`src/rtl/preload_pkg.sv`:
```
// Shared constants, FSM state encoding and helper functions for the preload FIFO controller.
package preload_pkg;

    localparam int unsigned SIZE_W      = 12;
    localparam int unsigned ROW_W       = 16;
    localparam int unsigned STALL_W     = 32;
    localparam int unsigned CH_PER_WORD = 6;

    typedef enum logic [2:0] {
        ST_IDLE  = 3'd0,
        ST_CLEAR = 3'd1,
        ST_LOAD  = 3'd2,
        ST_DRAIN = 3'd3,
        ST_DONE  = 3'd4
    } state_t;

    // Number of bits needed to represent value (0 -> 0).
    function automatic int unsigned clogb2(input int unsigned value);
        int unsigned v;
        int unsigned r;
        v = value;
        r = 0;
        while (v > 0) begin
            r = r + 1;
            v = v >> 1;
        end
        return r;
    endfunction

    function automatic logic [SIZE_W-1:0] words_per_row(input logic [SIZE_W-1:0] size);
        return SIZE_W'(size / SIZE_W'(CH_PER_WORD)) + SIZE_W'(1);
    endfunction

endpackage

```
`src/rtl/preload_fifo_ctrl_if.sv`:
```
// AXIS input and MAC-side row handshakes of the preload FIFO controller.
interface preload_fifo_ctrl_if;

    logic s_axis_tvalid;
    logic s_axis_tlast;
    logic s_axis_tready;
    logic mac_valid;
    logic mac_ready;

    modport slave (
        input  s_axis_tvalid,
        input  s_axis_tlast,
        input  mac_ready,
        output s_axis_tready,
        output mac_valid
    );

    modport master (
        output s_axis_tvalid,
        output s_axis_tlast,
        output mac_ready,
        input  s_axis_tready,
        input  mac_valid
    );

endinterface

```
`src/rtl/preload_row_counter.sv`:
```
// Word-within-row counter plus rows written/read tallies for the preload FIFO.
module preload_row_counter
    import preload_pkg::*;
(
    input  logic              clk,
    input  logic              rst_n,
    input  logic              clear,
    input  logic              wr,
    input  logic              rd,
    input  logic [SIZE_W-1:0] wpr,
    output logic              row_done_c,
    output logic              row_avail_c,
    output logic [ROW_W-1:0]  rows_written,
    output logic [ROW_W-1:0]  rows_read
);

    logic [SIZE_W-1:0] word_cnt;

    assign row_done_c  = wr && (word_cnt == SIZE_W'(wpr - SIZE_W'(1)));
    // A row is only offered once every word of it is in the FIFO.
    assign row_avail_c = rows_written > rows_read;

    always_ff @(posedge clk or negedge rst_n) begin
        if (!rst_n) begin
            word_cnt     <= '0;
            rows_written <= '0;
            rows_read    <= '0;
        end else if (clear) begin
            word_cnt     <= '0;
            rows_written <= '0;
            rows_read    <= '0;
        end else begin
            if (wr) begin
                if (row_done_c) begin
                    word_cnt     <= '0;
                    rows_written <= rows_written + ROW_W'(1);
                end else begin
                    word_cnt <= word_cnt + SIZE_W'(1);
                end
            end
            if (rd) begin
                rows_read <= rows_read + ROW_W'(1);
            end
        end
    end

endmodule

```
`src/rtl/preload_fifo_ctrl.sv`:
```
// Preload FIFO controller: loads AXIS words into the row FIFO and hands complete rows to the MAC.
// Optional input-stall counter enabled by defining PRELOAD_CTRL_PERF_EN.
module preload_fifo_ctrl
    import preload_pkg::*;
#(
    parameter int unsigned AXIS_PRELOAD_FIFO_DEPTH = 4,
    parameter int unsigned CNT_W                   = clogb2(AXIS_PRELOAD_FIFO_DEPTH - 1) + 1
) (
    input  logic               clk,
    input  logic               rst_n,
    input  logic               start,
    input  logic [SIZE_W-1:0]  input_channel_size,
    input  logic [ROW_W-1:0]   row_count,
    preload_fifo_ctrl_if.slave ctrl_bus,
    input  logic [CNT_W-1:0]   fifo_cnt,
    input  logic               fifo_full,
    output logic               load_axis_preload,
    output logic               fifo_read,
    output logic               axis_clear,
    output logic               busy,
    output logic               done,
    output logic               err_tlast,
    output logic [STALL_W-1:0] stall_cycles
);

    state_t            state;
    logic [SIZE_W-1:0] wpr;
    logic [ROW_W-1:0]  rows_total;
    logic [ROW_W-1:0]  rows_written;
    logic [ROW_W-1:0]  rows_read;
    logic              start_ok_c;
    logic              row_done_c;
    logic              row_avail_c;
    logic              mac_valid_c;
    logic              ready_c;
    logic              accept_c;
    logic              final_word_c;
    logic              drain_done_c;
    logic              unused_ok;

    // Occupancy includes partially written rows, so it cannot drive mac_valid.
    assign unused_ok = ^fifo_cnt;

    assign start_ok_c   = start && (state == ST_IDLE);
    assign mac_valid_c  = ((state == ST_LOAD) || (state == ST_DRAIN)) && row_avail_c;
    assign fifo_read    = mac_valid_c && ctrl_bus.mac_ready;
    assign ready_c      = (state == ST_LOAD) && (rows_written < rows_total)
                          && (!fifo_full || fifo_read);
    assign accept_c     = ctrl_bus.s_axis_tvalid && ready_c;
    assign final_word_c = row_done_c && (ROW_W'(rows_written + ROW_W'(1)) == rows_total);
    assign drain_done_c = ROW_W'(rows_read + ROW_W'(fifo_read)) == rows_total;

    assign load_axis_preload      = accept_c;
    assign ctrl_bus.s_axis_tready = ready_c;
    assign ctrl_bus.mac_valid     = mac_valid_c;

    preload_row_counter u_row_counter (
        .clk          (clk),
        .rst_n        (rst_n),
        .clear        (start_ok_c),
        .wr           (accept_c),
        .rd           (fifo_read),
        .wpr          (wpr),
        .row_done_c   (row_done_c),
        .row_avail_c  (row_avail_c),
        .rows_written (rows_written),
        .rows_read    (rows_read)
    );

    // Job sequencing with registered status outputs.
    always_ff @(posedge clk or negedge rst_n) begin
        if (!rst_n) begin
            state      <= ST_IDLE;
            wpr        <= '0;
            rows_total <= '0;
            axis_clear <= 1'b0;
            busy       <= 1'b0;
            done       <= 1'b0;
            err_tlast  <= 1'b0;
        end else begin
            if (start_ok_c) begin
                err_tlast <= 1'b0;
            end else if (accept_c && (ctrl_bus.s_axis_tlast != final_word_c)) begin
                err_tlast <= 1'b1;
            end

            case (state)
                ST_IDLE: begin
                    if (start_ok_c) begin
                        state      <= ST_CLEAR;
                        wpr        <= words_per_row(input_channel_size);
                        rows_total <= row_count;
                        axis_clear <= 1'b1;
                        busy       <= 1'b1;
                    end
                end
                ST_CLEAR: begin
                    axis_clear <= 1'b0;
                    if (rows_total == '0) begin
                        state <= ST_DONE;
                        done  <= 1'b1;
                    end else begin
                        state <= ST_LOAD;
                    end
                end
                ST_LOAD: begin
                    if (final_word_c) begin
                        state <= ST_DRAIN;
                    end
                end
                ST_DRAIN: begin
                    if (drain_done_c) begin
                        state <= ST_DONE;
                        done  <= 1'b1;
                    end
                end
                ST_DONE: begin
                    state <= ST_IDLE;
                    done  <= 1'b0;
                    busy  <= 1'b0;
                end
                default: begin
                    state      <= ST_IDLE;
                    axis_clear <= 1'b0;
                    done       <= 1'b0;
                    busy       <= 1'b0;
                end
            endcase
        end
    end

`ifdef PRELOAD_CTRL_PERF_EN
    // Cycles the source offered a word that the FIFO could not take.
    always_ff @(posedge clk or negedge rst_n) begin
        if (!rst_n) begin
            stall_cycles <= '0;
        end else if (start_ok_c) begin
            stall_cycles <= '0;
        end else if ((state == ST_LOAD) && ctrl_bus.s_axis_tvalid && !ready_c
                     && (stall_cycles != '1)) begin
            stall_cycles <= stall_cycles + STALL_W'(1);
        end
    end
`else
    assign stall_cycles = '0;
`endif

endmodule

```
`src/flat_wrapper.sv`:
```
// flat-port wrapper written by rule: the top's interface ports become plain ports
module preload_fifo_ctrl_flat import preload_pkg::*;
#(
    parameter int unsigned AXIS_PRELOAD_FIFO_DEPTH = 4,
    parameter int unsigned CNT_W                   = clogb2(AXIS_PRELOAD_FIFO_DEPTH - 1) + 1
)
  (clk, rst_n, start, input_channel_size, row_count, fifo_cnt, fifo_full, load_axis_preload, fifo_read, axis_clear, busy, done, err_tlast, stall_cycles, ctrl_bus_s_axis_tvalid, ctrl_bus_s_axis_tlast, ctrl_bus_mac_ready, ctrl_bus_s_axis_tready, ctrl_bus_mac_valid);
  preload_fifo_ctrl_if ctrl_bus_i ();
  input  logic clk;
  input  logic rst_n;
  input  logic start;
  input  logic [SIZE_W-1:0] input_channel_size;
  input  logic [ROW_W-1:0] row_count;
  input  logic [CNT_W-1:0] fifo_cnt;
  input  logic fifo_full;
  output logic load_axis_preload;
  output logic fifo_read;
  output logic axis_clear;
  output logic busy;
  output logic done;
  output logic err_tlast;
  output logic [STALL_W-1:0] stall_cycles;
  input wire logic [$bits(ctrl_bus_i.s_axis_tvalid)-1:0] ctrl_bus_s_axis_tvalid;
  input wire logic [$bits(ctrl_bus_i.s_axis_tlast)-1:0] ctrl_bus_s_axis_tlast;
  input wire logic [$bits(ctrl_bus_i.mac_ready)-1:0] ctrl_bus_mac_ready;
  output wire logic [$bits(ctrl_bus_i.s_axis_tready)-1:0] ctrl_bus_s_axis_tready;
  output wire logic [$bits(ctrl_bus_i.mac_valid)-1:0] ctrl_bus_mac_valid;
  assign ctrl_bus_i.s_axis_tvalid = ctrl_bus_s_axis_tvalid;
  assign ctrl_bus_i.s_axis_tlast = ctrl_bus_s_axis_tlast;
  assign ctrl_bus_i.mac_ready = ctrl_bus_mac_ready;
  assign ctrl_bus_s_axis_tready = ctrl_bus_i.s_axis_tready;
  assign ctrl_bus_mac_valid = ctrl_bus_i.mac_valid;
  preload_fifo_ctrl #(.AXIS_PRELOAD_FIFO_DEPTH(AXIS_PRELOAD_FIFO_DEPTH), .CNT_W(CNT_W)) u_core (.clk(clk), .rst_n(rst_n), .start(start), .input_channel_size(input_channel_size), .row_count(row_count), .ctrl_bus(ctrl_bus_i), .fifo_cnt(fifo_cnt), .fifo_full(fifo_full), .load_axis_preload(load_axis_preload), .fifo_read(fifo_read), .axis_clear(axis_clear), .busy(busy), .done(done), .err_tlast(err_tlast), .stall_cycles(stall_cycles));
endmodule
```
`config.mk`:
```
export PLATFORM = sky130hd
export DESIGN_NAME = preload_fifo_ctrl_flat
export DESIGN_NICKNAME = d
export VERILOG_FILES = /design/src/rtl/preload_pkg.sv /design/src/rtl/preload_fifo_ctrl_if.sv /design/src/rtl/preload_row_counter.sv /design/src/rtl/preload_fifo_ctrl.sv /design/src/flat_wrapper.sv
export SDC_FILE = /design/constraint.sdc
export NUM_CORES = 1
export LEC_CHECK = 0
export CAP_MARGIN = 20
export CORE_MARGIN = 4
export CORE_UTILIZATION = 55
export CTS_CLUSTER_DIAMETER = 80
export DETAILED_ROUTE_END_ITERATION = 12
export GPL_ROUTABILITY_DRIVEN = 0
export GPL_TIMING_DRIVEN = 0
export PLACE_DENSITY = 0.81
export SYNTH_ARGS = -nofsm -noshare
export SYNTH_HDL_FRONTEND = slang
export SYNTH_SLANG_ARGS = --single-unit
```
`constraint.sdc`:
```
create_clock -name clk -period 6.4 [get_ports clk]
set_input_delay 1.92 -clock clk [delete_from_list [all_inputs] [get_ports clk]]
set_output_delay 1.92 -clock clk [all_outputs]
set_load 0.03 [all_outputs]
```
Yosys cells after proc, flatten, opt, wreduce, memory -nomap -nowiden
Cells that the tools add are included.
{ "op_classes": {"eq_ne": 12, "n_bitwise": 3, "order_cmp": 2, "muxes": 21, "n_reduce_logical": 27, "n_div": 1, "n_addsub": 6} }
{ "op_table": {"columns": ["operator", "count"], "rows": [
  ["two-way mux 16 bit", 5],
  ["two-way mux 12 bit", 3],
  ["adder 16 x 1 -> 16 bit, second input constant", 2],
  ["== test 16 bit", 2],
  ["adder 12 x 1 -> 12 bit, second input constant", 2],
  ["adder 16 x 1 -> 16 bit", 1],
  ["> comparator 16 bit", 1],
  ["zero test 16 bit", 1],
  ["< comparator 16 bit", 1],
  ["divider 12 x 3 -> 12 bit, second input constant", 1],
  ["== test 12 bit", 1],
  ["two-way mux 3 bit", 4],
  ["case mux 3 bit (4 select lines)", 1],
  ["subtractor 12 x 1 -> 12 bit, second input constant", 1],
  ["logical AND 1 bit", 9],
  ["!= test 2 x 1 -> 1 bit, second input constant", 4],
  ["AND reduction 2 bit", 4],
  ["nonzero test 2 bit", 4],
  ["== test 3 x 2 -> 1 bit, second input constant", 2],
  ["AND reduction 3 bit", 2],
  ["OR reduction 3 bit", 2],
  ["two-way mux 1 bit", 5],
  ["case mux 1 bit (2 select lines)", 2],
  ["== test 3 x 1 -> 1 bit, second input constant", 1],
  ["8 further kinds", 11]
]} }
{ "totals": {"output_inout_bits": 40, "word_cells": 82, "reg_bits": 79} }

Logic depth before layout (Yosys ltp)
Gate-level depths: netlist of run 1.
{ "logic_depth": {"word_depth": 13, "depth_mapped": 21} }

Modules after synthesis
From an unflattened synthesis of run 1, not the netlist that was laid out.
{ "unflattened": {"hier_cells": 883, "hier_area_um2": 7243.2} }
{ "modules_own_cells": {"columns": ["mod", "area_each_um2", "n_inst", "seq_area_each_um2", "cells_per_inst"], "rows": [
  ["preload_fifo_ctrl", 4176.5, 1, 850.8, 531],
  ["preload_row_counter", 3066.7, 1, 1101.1, 352]
]} }

Worst setup path after synthesis of run 1
No wires, ideal clock.
{ "synth_path": {"path_kind": "in2out", "start": "input port fifo_full", "end": "output port load_axis_preload", "arrival_time_ns": 3.499, "cell_stages": 6, "slack_ns": 0.981, "t_required_ns": 4.480, "path_cell_list": "a2111oi_0 > nand2_1 > a21oi_1 > and3_1 > clkbuf_1 > and2_1"} }
{ "synth_between": {"elab_chain_len": 4} }
{ "synth_rtl": {"columns": ["item", "line", "rtl"], "rows": [
  ["start, declared", "flat_wrapper.sv:15", "input logic fifo_full;"],
  ["zero test 1 bit", "preload_fifo_ctrl.sv:48", "&& (!fifo_full || fifo_read);"],
  ["logical OR 1 bit", "preload_fifo_ctrl.sv:48", null],
  ["logical AND 1 bit", "preload_fifo_ctrl.sv:48", null],
  ["net ctrl_bus_s_axis_tready", "flat_wrapper.sv:26", "output wire logic [$bits(ctrl_bus_i.s_axis_tready)-1:0] ctrl_bus_s_axis_tready;"],
  ["logical AND 1 bit", "preload_fifo_ctrl.sv:49", "assign accept_c = ctrl_bus.s_axis_tvalid && ready_c;"],
  ["end, declared", "flat_wrapper.sv:16", "output logic load_axis_preload;"]
]} }
The timed path passes the listed nets, and every way through them passes these cells.

Worst setup path in the final report of run 1
{ "layout_path": {"start": "input port ctrl_bus_mac_ready", "end": "output port load_axis_preload"} }
{ "layout_between": {"elab_chain_len": 4} }
{ "layout_rtl": {"columns": ["item", "line", "rtl"], "rows": [
  ["start, declared", "flat_wrapper.sv:25", "input wire logic [$bits(ctrl_bus_i.mac_ready)-1:0] ctrl_bus_mac_ready;"],
  ["logical AND 1 bit", "preload_fifo_ctrl.sv:46", "assign fifo_read = mac_valid_c && ctrl_bus.mac_ready;"],
  ["logical OR 1 bit", "preload_fifo_ctrl.sv:48", null],
  ["logical AND 1 bit", "preload_fifo_ctrl.sv:48", null],
  ["logical AND 1 bit", "preload_fifo_ctrl.sv:49", null]
]} }
No other way between the ends.

==> PnR_summary.wiki, run 1 <==
{| class="wikitable"
! Metric !! Value
|-
| Multi-input gate area || approximately 4600 um2
|-
| Die Outline Area || between 10,000 and 15,000 um2
|-
| Post-CTS setup buffer count || 0
|-
| Layout cells sized above 1 || 0.0804
|-
| Worst min path class || register to register
|-
| Largest cells by area after synthesis || dfrtp_1, ha_1, xnor2_1
|-
| Synthesis-stage register bit count || 78
|-
| Area post-placement || between 7000 and 8000 um2
|-
| Kind of start point of the critical path || input port
|-
| Remaining global-route overflow || 0
|-
| Via total after detailed routing || 6,745
|-
| Vias per cell || slightly below 6
|-
| Synth cell types || between 70 and 80
|-
| Time the worst path needs with I/O delays and setup || 6.24 ns
|-
| Worst Max-Slew Pin Slew || around 0.94 ns
|-
| Site row count || slightly above 40
|-
| Antenna fix cells || 0
|-
| Clk_lat worst skew || between 0.3 and 0.4 ns
|-
| Number of max-slew violations in the final report || 0
|-
| Post-synth top flop || dfrtp_1
|-
| Synthesized cell area || around 7000 um2
|-
| Number of buffers created by CTS || 9
|-
| Internal power contribution || 1.35 mW
|-
| Worst slew slack as a fraction of its limit || 0.369
|-
| Net switching power || approximately 1 mW
|-
| Final layout net count || between 1,000 and 1,500
|-
| CTS clock-pin slew for the worst setup and hold paths || 0.06 ns
|-
| Routed wirelength normalized by instance count || 16.0 um
|-
| Initial antenna violation count || 0
|-
| Synth-to-layout area growth || 14.8%
|-
| Final ANT Viol Nets || 0
|-
| GRT Overall Usage || 0.254
|-
| Power share of the combinational group || 0.441
|-
| Worst path bufs/invs || 4
|-
| Synthesized instance count || slightly below 900
|-
| Setup repair after global routing missed its margin || false
|-
| Effective utilization at floorplan || 0.559
|-
| Total of max-cap violations || 0
|-
| Portion of synthesized cell area occupied by the leading cell type || 0.278
|-
| Worst clock skew on the final layout || just under 0.01 ns
|-
| Static Leakage || around 3.6 nW
|-
| Core box area || 12,600 um2
|-
| Number of levels in the clock H-tree || 3
|-
| Setup violations, final || 0
|-
| Pwr per Cell Area || just under 300 nW/um2
|-
| CTS tree || built
|-
| CTS resizes || 2
|-
| Highest net fanout along the worst path || 5
|-
| Portion of the clock cycle consumed by the worst path in the final layout || 0.975
|-
| Count of input and output buffers || 38
|-
| Global-route wire length before repair || between 30,000 and 40,000 um
|-
| Yosys warns || 0
|-
| Worst Setup Path Type || input port to output pin
|-
| Proportion of register bits with asynchronous set or reset after synthesis || 1.00
|-
| Fmax achieved || ~160 MHz
|-
| Most frequent standard cell in the layout excluding fill and tap cells || nand2_1
|-
| Net Sw Frac || 0.425
|-
| Layout filler cell count || 1,085
|-
| Number of global-route vias before repair || 6,244
|-
| Critical path's top delay family || buffers and inverters
|-
| Worst min-delay path startpoint || u_core.done
|-
| Number of clock sinks seen by CTS || 78
|-
| Sequential cell area || about 2000 um2
|-
| Clock network fraction of total power || 0.228
|-
| Root Buffer || clkbuf_16
|-
| Startpoint of the worst setup timing path || ctrl_bus_mac_ready
|-
| Cells after DPL || between 1,000 and 1,500
|-
| Number of synthesized flops with an enable pin || 0
|-
| Element type at the critical path end || output pin
|-
| Number of design rule violations left after detail routing || 0
|-
| Hold-fix buffers at CTS || 0
|-
| Hold Violations, Final || 0
|-
| Clock tree buffer depth || 2
|-
| Area of all placed cells without fillers || about 8100 um2
|-
| Worst vdd ir || roughly 0.18 mV
|-
| Part of the total power dissipated in sequential elements || 0.331
|-
| Die X || approximately 120 um
|-
| Pin count of the biggest net entering global routing || between 40 and 50
|-
| Mean instance size in the synthesized netlist || roughly 8.0 um2
|-
| Die height || 121 um
|-
| Estimated wirelength of the detail-placed design || between 10,000 and 15,000 um
|-
| I/O pins || just under 80
|-
| Number of cells in the finished layout apart from fillers || around 1,100
|-
| Data required time at the worst endpoint || between 4 and 5 ns
|-
| Detailed-route wire length || ~18,000 um
|-
| DRT iter0 DRCs || approximately 660
|-
| Total Neg Setup Slack || 0 ns
|-
| Outcome || completed
|-
| Detailed-routing iteration count for the pre-antenna-repair pass || 7
|-
| Worst path slowest cell || clkdlybuf4s50_1
|-
| Worst Path Arrival || ~4.3 ns
|-
| Top library cells by usage in the layout, fill and taps aside || nand2_1, dfrtp_1, nand3_1, inv_1, o21ai_0
|-
| Slowest cell delay on critical path || about 0.56 ns
|-
| Critical path cell sequence || clkdlybuf4s50_1 -> inv_1 -> a2111oi_1 -> nand2_1 -> a21oi_1 -> and3_1 -> clkbuf_1 -> and2_1 -> dlygate4sd2_1
|-
| Worst flop-to-flop path startpoint || u_core.u_row_counter.rows_read[9]
|-
| Synth area leader || dfrtp_1
|-
| Part of the Yosys area used for sequential elements || 0.278
|}
## area by class of cell
type | count | area share
multi-input combinational | 707 | 0.564
inverter | 52 | 0.0242
timing repair buffer | 39 | 0.0495
tap | 172 | 0.0267
buffer | 78 | 0.0552
clock inverter | 6 | 0.00853
clock buffer | 10 | 0.0296
sequential | 78 | 0.242
## state kept, by name, summed over array words and instances, names as in the netlist
register and flops:
u_core.rows_total 16, u_core.busy 1, u_core.u_row_counter.word_cnt 12, u_core.done 1, u_core.axis_clear 1, u_core.wpr 11
u_core.state 3, u_core.u_row_counter.rows_written 16, u_core.err_tlast 1, u_core.u_row_counter.rows_read 16
## cell families after synthesis
group	Yosys count	synth area share
AND/OR/NAND/NOR	333	0.250
other	1	0.000533
adder cells (fa/ha/maj)	39	0.0694
XOR/XNOR	74	0.0933
multiplexers	2	0.00285
flip-flops	78	0.278
buffers and inverters	130	0.0911
AO/OA/AOI/OAI	227	0.215
## layer usage
layer	GRT usage	part of all wire
met5	0	0
met4	0.0921	0.026
met3	0.0317	0.059
met2	0.404	0.46
met1	0.355	0.46
## power by group through the flow
stage | logic (mW) | clock network (mW) | registers, mW
6_report | 1.04 | 0.539 | 0.779
5_1_grt | 1.15 | 0.563 | 0.796
4_1_cts | 1.03 | 0.545 | 0.774
3_5_place_dp | 1.02 | 0 | 0.782
3_3_place_gp | 1.00 | 0 | 0.778
2_1_floorplan | 0.755 | 0 | 0.746
## Yosys cell counts (5+ instances only)
cell type and instances:
a211oi_1 10, a22oi_1 5, xnor2_1 43, and2_1 6, o21ai_1 20, buf_4 35
nor3_1 24, o211ai_1 10, a21oi_1 36, and3_1 13, clkbuf_1 29, a21o_1 19
xor2_1 30, ha_1 39, nand3b_1 9, a31oi_1 11, dfrtp_1 78, nor2b_1 7
nor4_1 14, a211o_1 5, nand2_1 79, nor3b_1 5, nand3_1 53, inv_1 51
nor2_1 47, o21ai_0 48, buf_2 11, nand2b_1 17, o31ai_1 10, o21a_1 7
or3_1 19, nand4_1 18
## worst min-delay path, cell delays in order, from the launching register on
cell and delay [ns]:
dfrtp_1 0.37, inv_1 0.05, a21oi_1 0.05
## final timing paths
check | cells after the start | to | slack, ns
worst min-delay path | 2 | u_core.done | 0.51
max in group asynchronous | 2 | u_core.err_tlast | 4.26
worst max register to register | 19 | u_core.done | 1.17
worst min register to register | 2 | u_core.done | 0.51
min in group asynchronous | 1 | u_core.u_row_counter.rows_written[5] | 1.53
worst max-delay path | 9 | load_axis_preload | 0.16
## stage by stage
step                      hold slack (ns)  worst slack (ns)  power, mW   util
after CTS                           0.516            0.0183       2.35  0.642
after detailed placement            0.503            -0.138       1.80  0.617
after global placement              0.493            -0.133       1.78  0.616
final                               0.510             0.157       2.36  0.642
after floorplan                     0.477             0.981       1.50      -
after global routing                0.549           0.00796       2.51  0.642
Note: power is estimated with default switching activity, not from simulation.
==> run 2: changes to the inputs <==
CORE_UTILIZATION = 54   (was 55)
CTS_BUF_LIST = sky130_fd_sc_hd__clkbuf_8   (was unset)
PLACE_DENSITY = 0.83   (was 0.81)
clock period = 5.56 ns   (was 6.4 ns; I/O delays follow)
==> PnR_summary.wiki, run 2 (synthesis results as in run 1) <==
{| class="wikitable"
! Metric !! Value
|-
| Outcome || completed
|-
| Final worst setup slack || between 0.09 and 0.1 ns
|-
| Die Outline Area || ~15,000 um2
|-
| Die height || about 120 um
|-
| Global-route wire length before repair || slightly below 30,000 um
|-
| Pwr per Cell Area || between 300 and 400 nW/um2
|-
| Number of levels in the clock H-tree || 3
|-
| Clock tree buffer depth || 2
|-
| Static Leakage || 3.51 nW
|-
| Via total after detailed routing || roughly 6,700
|-
| Pin count of the biggest net entering global routing || just under 50
|-
| Most frequent standard cell in the layout excluding fill and tap cells || nand2_1
|-
| Clk_lat worst skew || approximately 0.37 ns
|-
| Area post-placement || between 7000 and 8000 um2
|-
| Highest net fanout along the worst path || 5
|-
| Pre-CTS WS || -0.472 ns
|-
| Worst Setup Path Type || input port to output pin
|-
| Antenna fix cells || 0
|-
| Estimated wirelength of the detail-placed design || between 10,000 and 15,000 um
|-
| Number of max-slew violations in the final report || 0
|-
| Kind of start point of the critical path || input port
|-
| Number of buffers created by CTS || 9
|-
| DRT iter0 DRCs || about 650
|-
| Setup repair after global routing missed its margin || false
|-
| Final ANT Viol Nets || 0
|-
| Fmax achieved || ~180 MHz
|-
| Worst path slowest cell || clkdlybuf4s50_1
|-
| Time the worst path needs with I/O delays and setup || roughly 5.5 ns
|-
| Data required time at the worst endpoint || 3.89 ns
|-
| Core box area || approximately 13,000 um2
|-
| Critical path cell sequence || clkdlybuf4s50_1 -> inv_1 -> a2111oi_2 -> nand2_1 -> a21oi_2 -> and3_1 -> clkbuf_1 -> and2_1 -> clkdlybuf4s15_2
|-
| GRT Overall Usage || 0.241
|-
| Site row count || 41
|-
| Count of input and output buffers || 38
|-
| Area of all placed cells without fillers || slightly below 8000 um2
|-
| Worst clock skew on the final layout || around 0.013 ns
|-
| Top flop regs || u_core.rows_total (16), u_core.u_row_counter.rows_read (16), u_core.u_row_counter.rows_written (16)
|-
| CTS clock-pin slew for the worst setup and hold paths || roughly 0.080 ns
|-
| Worst Max-Slew Pin Slew || about 0.98 ns
|-
| Portion of the clock cycle consumed by the worst path in the final layout || 0.983
|-
| Detailed-routing iteration count for the pre-antenna-repair pass || 5
|-
| Number of clock sinks seen by CTS || 78
|-
| Total of max-cap violations || 0
|-
| CTS tree || built
|-
| Post-CTS setup buffer count || 0
|-
| Worst vdd ir || 0.133 mV
|-
| Number of design rule violations left after detail routing || 0
|-
| Slowest cell delay on critical path || about 0.55 ns
|-
| Element type at the critical path end || output pin
|-
| Detailed-route wire length || between 15,000 and 20,000 um
|-
| Worst min path class || register to register
|-
| Initial antenna violation count || 0
|-
| Remaining global-route overflow || 0
|-
| Worst slew slack as a fraction of its limit || 0.342
|-
| Setup violations, final || 0
|-
| Effective utilization at floorplan || 0.555
|-
| Number of global-route vias before repair || 5,945
|-
| I/O pins || 78
|-
| Routed wirelength normalized by instance count || ~16 um
|-
| Final Total Pwr || roughly 2.5 mW
|-
| Hold Violations, Final || 0
|-
| Root Buffer || clkbuf_8
|-
| Final layout net count || about 1,000
|-
| Worst Path Arrival || between 3 and 4 ns
|-
| Synth-to-layout area growth || 12.9%
|-
| Top library cells by usage in the layout, fill and taps aside || nand2_1, dfrtp_1, nand3_1, inv_1, o21ai_0
|-
| Vias per cell || around 5.9
|-
| Layout cells sized above 1 || 0.0826
|-
| Die X || about 120 um
|}
==> run 2: cell count changes in the layout (fill, tap and decap cells not counted), moves of 2 or more <==
| cell | change |
|---|---|
| clkinv_2 | +3 |
| clkbuf_8 | +8 |
| inv_6 | -2 |
| clkbuf_16 | -9 |
==> run 2: layout make-up <==
type                            count  area, um2
Fill cell                        1110       4730
Multi-Input combinational cell    707       4570
Sequential cell                    78       1950
Buffer                             78        445
Timing Repair Buffer               39        405
Tap cell                          172        215
Inverter                           52        195
Clock buffer                        9        124
Clock inverter                      6       31.3
==> run 2: repair_timing <==
action                     CTS  global route
setup endpoints to repair    2             4
hold endpoints to repair     0             0
hold buffers                 0             0
gates resized for setup      6             2
==> run 2: path summary, 6_finish.rpt <==
| kind | to | cells after the start | startpoint | slack (ns) |
|---|---|---|---|---|
| setup reg to reg | u_core.done | 19 | u_core.u_row_counter.rows_read[9] | 0.45 |
| max in group asynchronous | u_core.u_row_counter.word_cnt[3] | 2 | rst_n | 3.73 |
| min in group asynchronous | u_core.rows_total[7] | 1 | rst_n | 1.23 |
| hold / removal | u_core.axis_clear | 1 | u_core.axis_clear | 0.52 |
| setup / recovery | load_axis_preload | 9 | ctrl_bus_mac_ready | 0.1 |
| hold reg to reg | u_core.axis_clear | 1 | u_core.axis_clear | 0.52 |
==> run 2: critical path, delay by kind of cell <==
kind	cells	cell delay, ns
AOI/OAI and AO/OA	2	0.53
buffers and inverters	4	1.14
and+or+nand+nor	3	0.45
==> run 2: through the flow <==
stage          hold WS, ns  setup TNS (ns)  cells   util
2_1_floorplan        0.477               0    915      -
3_3_place_gp         0.495          -0.849   1125  0.611
3_5_place_dp         0.504          -0.842   1126  0.613
6_report             0.516               0   1141  0.627
5_1_grt              0.564               0   1141  0.627
4_1_cts              0.524               0   1141  0.626
==> run 2: metal layers <==
layer	track usage	routed length, um	vias up
met5	0	0	-
met4	0.0791	416	0
met3	0.0353	1140	24
met2	0.378	8100	232
met1	0.341	8220	3142
li1	-	-	3290
==> run 2: report_power, final <==
| part | leakage [nW] | total [mW] | switching, mW | internal, mW |
|---|---|---|---|---|
| clock | 0.0858 | 0.372 | 0.217 | 0.155 |
| combinational | 2.39 | 1.21 | 0.703 | 0.504 |
| sequential | 1.03 | 0.897 | 0.201 | 0.696 |
